===== config.mk =====
export PLATFORM = sky130hd
export DESIGN_NAME = stop_watch_ctrl
export DESIGN_NICKNAME = d
export VERILOG_FILES = /design/src/rtl/stop_watch_ctrl_pkg.sv /design/src/rtl/stop_watch_ctrl_prescaler.sv /design/src/rtl/stop_watch_ctrl.sv
export SDC_FILE = /design/constraint.sdc
export NUM_CORES = 1
export LEC_CHECK = 0
export CORE_ASPECT_RATIO = 1.4
export CORE_UTILIZATION = 60
export DETAILED_ROUTE_END_ITERATION = 16
export DONT_BUFFER_PORTS = 1
export GPL_TIMING_DRIVEN = 0
export PLACE_DENSITY = 0.76
export SYNTH_ARGS = -nofsm -noshare
export SYNTH_HDL_FRONTEND = slang
export SYNTH_SLANG_ARGS = --single-unit

===== constraint.sdc =====
create_clock -name clk -period 4.2 [get_ports clk]
set_input_delay 0.42 -clock clk [delete_from_list [all_inputs] [get_ports clk]]
set_output_delay 0.42 -clock clk [all_outputs]
set_load 0.02 [all_outputs]

===== src/rtl/stop_watch_ctrl_pkg.sv =====
// Shared definitions for the stopwatch control slice.
package stop_watch_ctrl_pkg;

  localparam int unsigned TIME_W = 8;

  typedef enum logic [1:0] {
    IDLE  = 2'd0,
    RUN   = 2'd1,
    PAUSE = 2'd2,
    LAP   = 2'd3
  } sw_state_e;

endpackage


===== src/rtl/stop_watch_ctrl_prescaler.sv =====
// Count-tick prescaler: divides clk by TICK_DIV while running, holds when
// stopped, and returns to zero when cleared.
module tick_prescaler #(
  parameter int unsigned TICK_DIV = 50000000
) (
  input  logic clk,
  input  logic rst_n,
  input  logic run,
  input  logic clr,
  output logic tick
);

  localparam int unsigned CW = $clog2(TICK_DIV);
  localparam logic [CW-1:0] LAST = CW'(TICK_DIV - 1);

  logic [CW-1:0] cnt;

  // Advance while running and emit a registered one-cycle tick on wrap.
  always_ff @(posedge clk) begin
    if (!rst_n) begin
      cnt  <= '0;
      tick <= 1'b0;
    end else if (run) begin
      if (cnt == LAST) begin
        cnt  <= '0;
        tick <= 1'b1;
      end else begin
        cnt  <= cnt + CW'(1);
        tick <= 1'b0;
      end
    end else if (clr) begin
      cnt  <= '0;
      tick <= 1'b0;
    end else begin
      tick <= 1'b0;
    end
  end

endmodule


===== src/rtl/stop_watch_ctrl.sv =====
// Stopwatch control: start/stop and lap/reset FSM, lap capture registers,
// display selection, and the count-enable prescaler.
module stop_watch_ctrl
  import stop_watch_ctrl_pkg::*;
#(
  parameter int unsigned TICK_DIV = 50000000
) (
  input  logic              clk,
  input  logic              rst_n,
  input  logic              btn_ss,
  input  logic              btn_lr,
  input  logic [TIME_W-1:0] cur_second,
  input  logic [TIME_W-1:0] cur_minute,
  input  logic [TIME_W-1:0] cur_hour,
  output logic              sw_en,
  output logic              sw_clr,
  output logic [1:0]        state,
  output logic [TIME_W-1:0] disp_second,
  output logic [TIME_W-1:0] disp_minute,
  output logic [TIME_W-1:0] disp_hour
);

  sw_state_e cur_state, nxt_state;

  logic [TIME_W-1:0] lap_second, lap_minute, lap_hour;
  logic              lap_capture, lap_clear, clr_nxt;
  logic              pre_run, pre_clr;

  // State register, lap registers and the registered clear pulse.
  always_ff @(posedge clk) begin
    if (!rst_n) begin
      cur_state  <= IDLE;
      sw_clr     <= 1'b0;
      lap_second <= '0;
      lap_minute <= '0;
      lap_hour   <= '0;
    end else begin
      cur_state <= nxt_state;
      sw_clr    <= clr_nxt;
      if (lap_clear) begin
        lap_second <= '0;
        lap_minute <= '0;
        lap_hour   <= '0;
      end else if (lap_capture) begin
        lap_second <= cur_second;
        lap_minute <= cur_minute;
        lap_hour   <= cur_hour;
      end
    end
  end

  // Next-state decode; start/stop takes priority over lap/reset.
  always_comb begin
    nxt_state   = cur_state;
    lap_capture = 1'b0;
    lap_clear   = 1'b0;
    clr_nxt     = 1'b0;
    unique case (cur_state)
      IDLE: begin
        if (btn_ss) nxt_state = RUN;
      end
      RUN: begin
        if (btn_ss) begin
          nxt_state = PAUSE;
        end else if (btn_lr) begin
          nxt_state   = LAP;
          lap_capture = 1'b1;
        end
      end
      LAP: begin
        if (btn_ss) nxt_state = PAUSE;
        else if (btn_lr) nxt_state = RUN;
      end
      PAUSE: begin
        if (btn_ss) begin
          nxt_state = RUN;
        end else if (btn_lr) begin
          nxt_state = IDLE;
          lap_clear = 1'b1;
          clr_nxt   = 1'b1;
        end
      end
      default: nxt_state = IDLE;
    endcase
  end

  // Prescaler control follows the current state, so the edge leaving
  // RUN/LAP still counts and may issue the final tick.
  always_comb begin
    pre_run = (cur_state == RUN) || (cur_state == LAP);
    pre_clr = (cur_state == IDLE);
  end

  tick_prescaler #(
    .TICK_DIV (TICK_DIV)
  ) u_prescaler (
    .clk   (clk),
    .rst_n (rst_n),
    .run   (pre_run),
    .clr   (pre_clr),
    .tick  (sw_en)
  );

  // Display shows the frozen lap values only while in LAP.
  always_comb begin
    state = cur_state;
    if (cur_state == LAP) begin
      disp_second = lap_second;
      disp_minute = lap_minute;
      disp_hour   = lap_hour;
    end else begin
      disp_second = cur_second;
      disp_minute = cur_minute;
      disp_hour   = cur_hour;
    end
  end

endmodule


==> out/results.ini <==
[setup_path]
critical_path_arrival_ns=2.19
required_ns=3.78
r2r_cells=5
worstPathMaxFanout=10
worstSetupEndpointType=output port
cp-start-kind=register
path_class=register to output port

[logic_synthesis]
synth_top_area_share_pct=40.1
syn_area_um2=2700
ys.flop_type=dfxtp_1
synth_edf_count=0
synth_top_cell_by_area=dfxtp_1
synth.area.top_cells=dfxtp_1 40%, nand2_1 10%, mux2_2 10%
ys_seq_area_share_pct=40.1
synth_seq_cells=54
syn_inst=320
avgSynthCellArea_um2=8.43
synthArstFlopShare_pct=0
synth_fp_nets=350
synth.distinct_cells=43
yosysWarnings=0

[power]
p_clk_share_pct=31.9
switching_share_pct=26.5
p_leak_nw=0.947
switching_power_w=0.000241
p_int_w=0.000668
seq_power_share_pct=58.3
power.density_nw_per_um2=317
p_comb_share_pct=9.8
ir_drop_v=0.000224

[layout]
nets=357
n_antenna_cell=0
area.growth.synth_to_final_pct=6.12
drive_above_1_share_pct=11.9
post-route-util_pct=67.0

[clock_tree]
ctsResizeCount=0
clock_sinks=54
clk_path_buf_depth=2
path_clk_slew_ns=0.09
insertion_delay_ns=0.31
postCtsSetupBuffers=0
cts_buffers=5
hold_buffers=0
cts-root-buf=clkbuf_8
cts_tree=done
h-tree-depth=2

[sta]
finalCritPeriodShare_pct=62.1
period_minus_slack_ns=2.61
max_freq_mhz=384
relSlewSlack_pct=45.4
rsz0062_at_grt=no
maxSlewViolCount=0
setup_tns_ns=0
hold_viol=0
skew_ns=0.00487
worst_pin_slew_ns=0.812
setup_viol=0

[route]
vias_per_cell=5.98
dr_total_vias=2320
drc_errors=0
routed_wl_um=5920
drtPass1Iterations=4
ant_nets=0
post_drt_wl_per_cell_um=15.3
drt_first_iter_violations=98

[die]
fp.dieArea_um2=4770
rows=28
start_util_pct=63.1
core_um2=4270
chipHeight_um=81.3
ios=56
die_w_um=58.7

[grt]
grt_pass1_vias=2094
grt_first_pass_wirelength_um=9430
grt_usage_pct=25.7
grt_overflow=0
grt_max_degree=18
antenna_found_initial=0

[run_status]
status=completed

[placed_design]
dp_hpwl_um=4280
io_buffers=0
gp_congestion=0.915

[run]
drv_cap=0

[worst_hold_path]
min_path_type=input port to register
holdPathStages=1

power groups by stage:
stage               clock network, W  registers (W)   logic, W
CTS                         0.000297       0.000530  0.0000895
global route                0.000316       0.000531  0.0000968
floorplan                          0       0.000540  0.0000756
finish                      0.000290       0.000530  0.0000895
global placement                   0       0.000541  0.0000883
detailed placement                 0       0.000541  0.0000895
cells in the mapped netlist (5+ instances only):
master / n
and3_1: 6
nand4_1: 5
dfxtp_1: 54
xnor2_1: 7
a22o_1: 6
and4_1: 6
a31oi_1: 18
mux2_2: 24
a21oi_1: 29
nor2_1: 6
nand2_1: 73
nand2b_1: 6
nand3_1: 13
nor2b_1: 5
clkbuf_1: 13
area by class of cell:
type	count	area, µm²
inverter	3	11.3
buffer	19	88.8
multi-input combinational	244	1520
fill	373	1410
sequential	54	1080
clock buffer	5	68.8
tap	60	75.1
clock inverter	3	21.3
state kept, by name, summed over array words and instances, names as in the netlist:
name and flops:
sw_clr 1, lap_hour 8, u_prescaler.cnt 26, lap_second 8
state 2, lap_minute 8, u_prescaler.tick 1
critical path, stage by stage, from the launching register on:
cell and delay [ns]:
dfxtp_1 0.40, clkbuf_1 0.25, nand2_1 0.27, clkbuf_1 0.49
mux2_2 0.47
cells by family (layout without fill, tap and decap cells):
family,after synthesis,count (layout),share of synthesized area [%]
xor gates and xnor gates,8,8,2.60
muxes,24,24,10.0
AOI/OAI and AO/OA,69,69,16.1
adders and majority gates,2,2,0.927
DFF,54,54,40.1
buffers and inverters,22,30,3.71
and+or+nand+nor,141,141,26.6
cell usage in the layout (no fill, tap or decap), types with 7 or more instances in the layout:
| cell type | netlist | final |
|---|---|---|
| a21oi_1 | 29 | 29 |
| dfxtp_1 | 54 | 54 |
| xnor2_1 | 7 | 7 |
| nand3_1 | 13 | 13 |
| nand2_1 | 73 | 73 |
| clkbuf_1 | 13 | 13 |
| mux2_2 | 24 | 24 |
| a31oi_1 | 18 | 18 |
stage by stage:
step	std cells	setup slack [ns]	hold slack [ns]	area, µm²	power [W]
floorplan	320	2.23	0.433	2700	0.000615
global placement	380	1.96	0.439	2770	0.000629
detailed placement	380	1.94	0.447	2770	0.000631
CTS	388	1.58	0.223	2860	0.000916
global route	388	1.42	0.221	2860	0.000945
finish	388	1.59	0.232	2860	0.000909
worst paths after layout:
kind / start / endpoint / slack, ns
worst min-delay path: rst_n / state[0] / 0.23
worst min register to register: lap_hour[3] / lap_hour[3] / 0.46
worst max register to register: u_prescaler.cnt[8] / u_prescaler.cnt[22] / 1.89
worst max-delay path: state[0] / disp_hour[4] / 1.59
layer usage:
layer	up-vias	share of wire (%)	GRT usage [%]
met5	-	0	0
met4	0	1.8	12.6
met3	8	5.0	5.57
met2	73	52	44.3
met1	1075	41	29.7
li1	1164	-	-
Note: power is estimated with default switching activity, not from simulation.
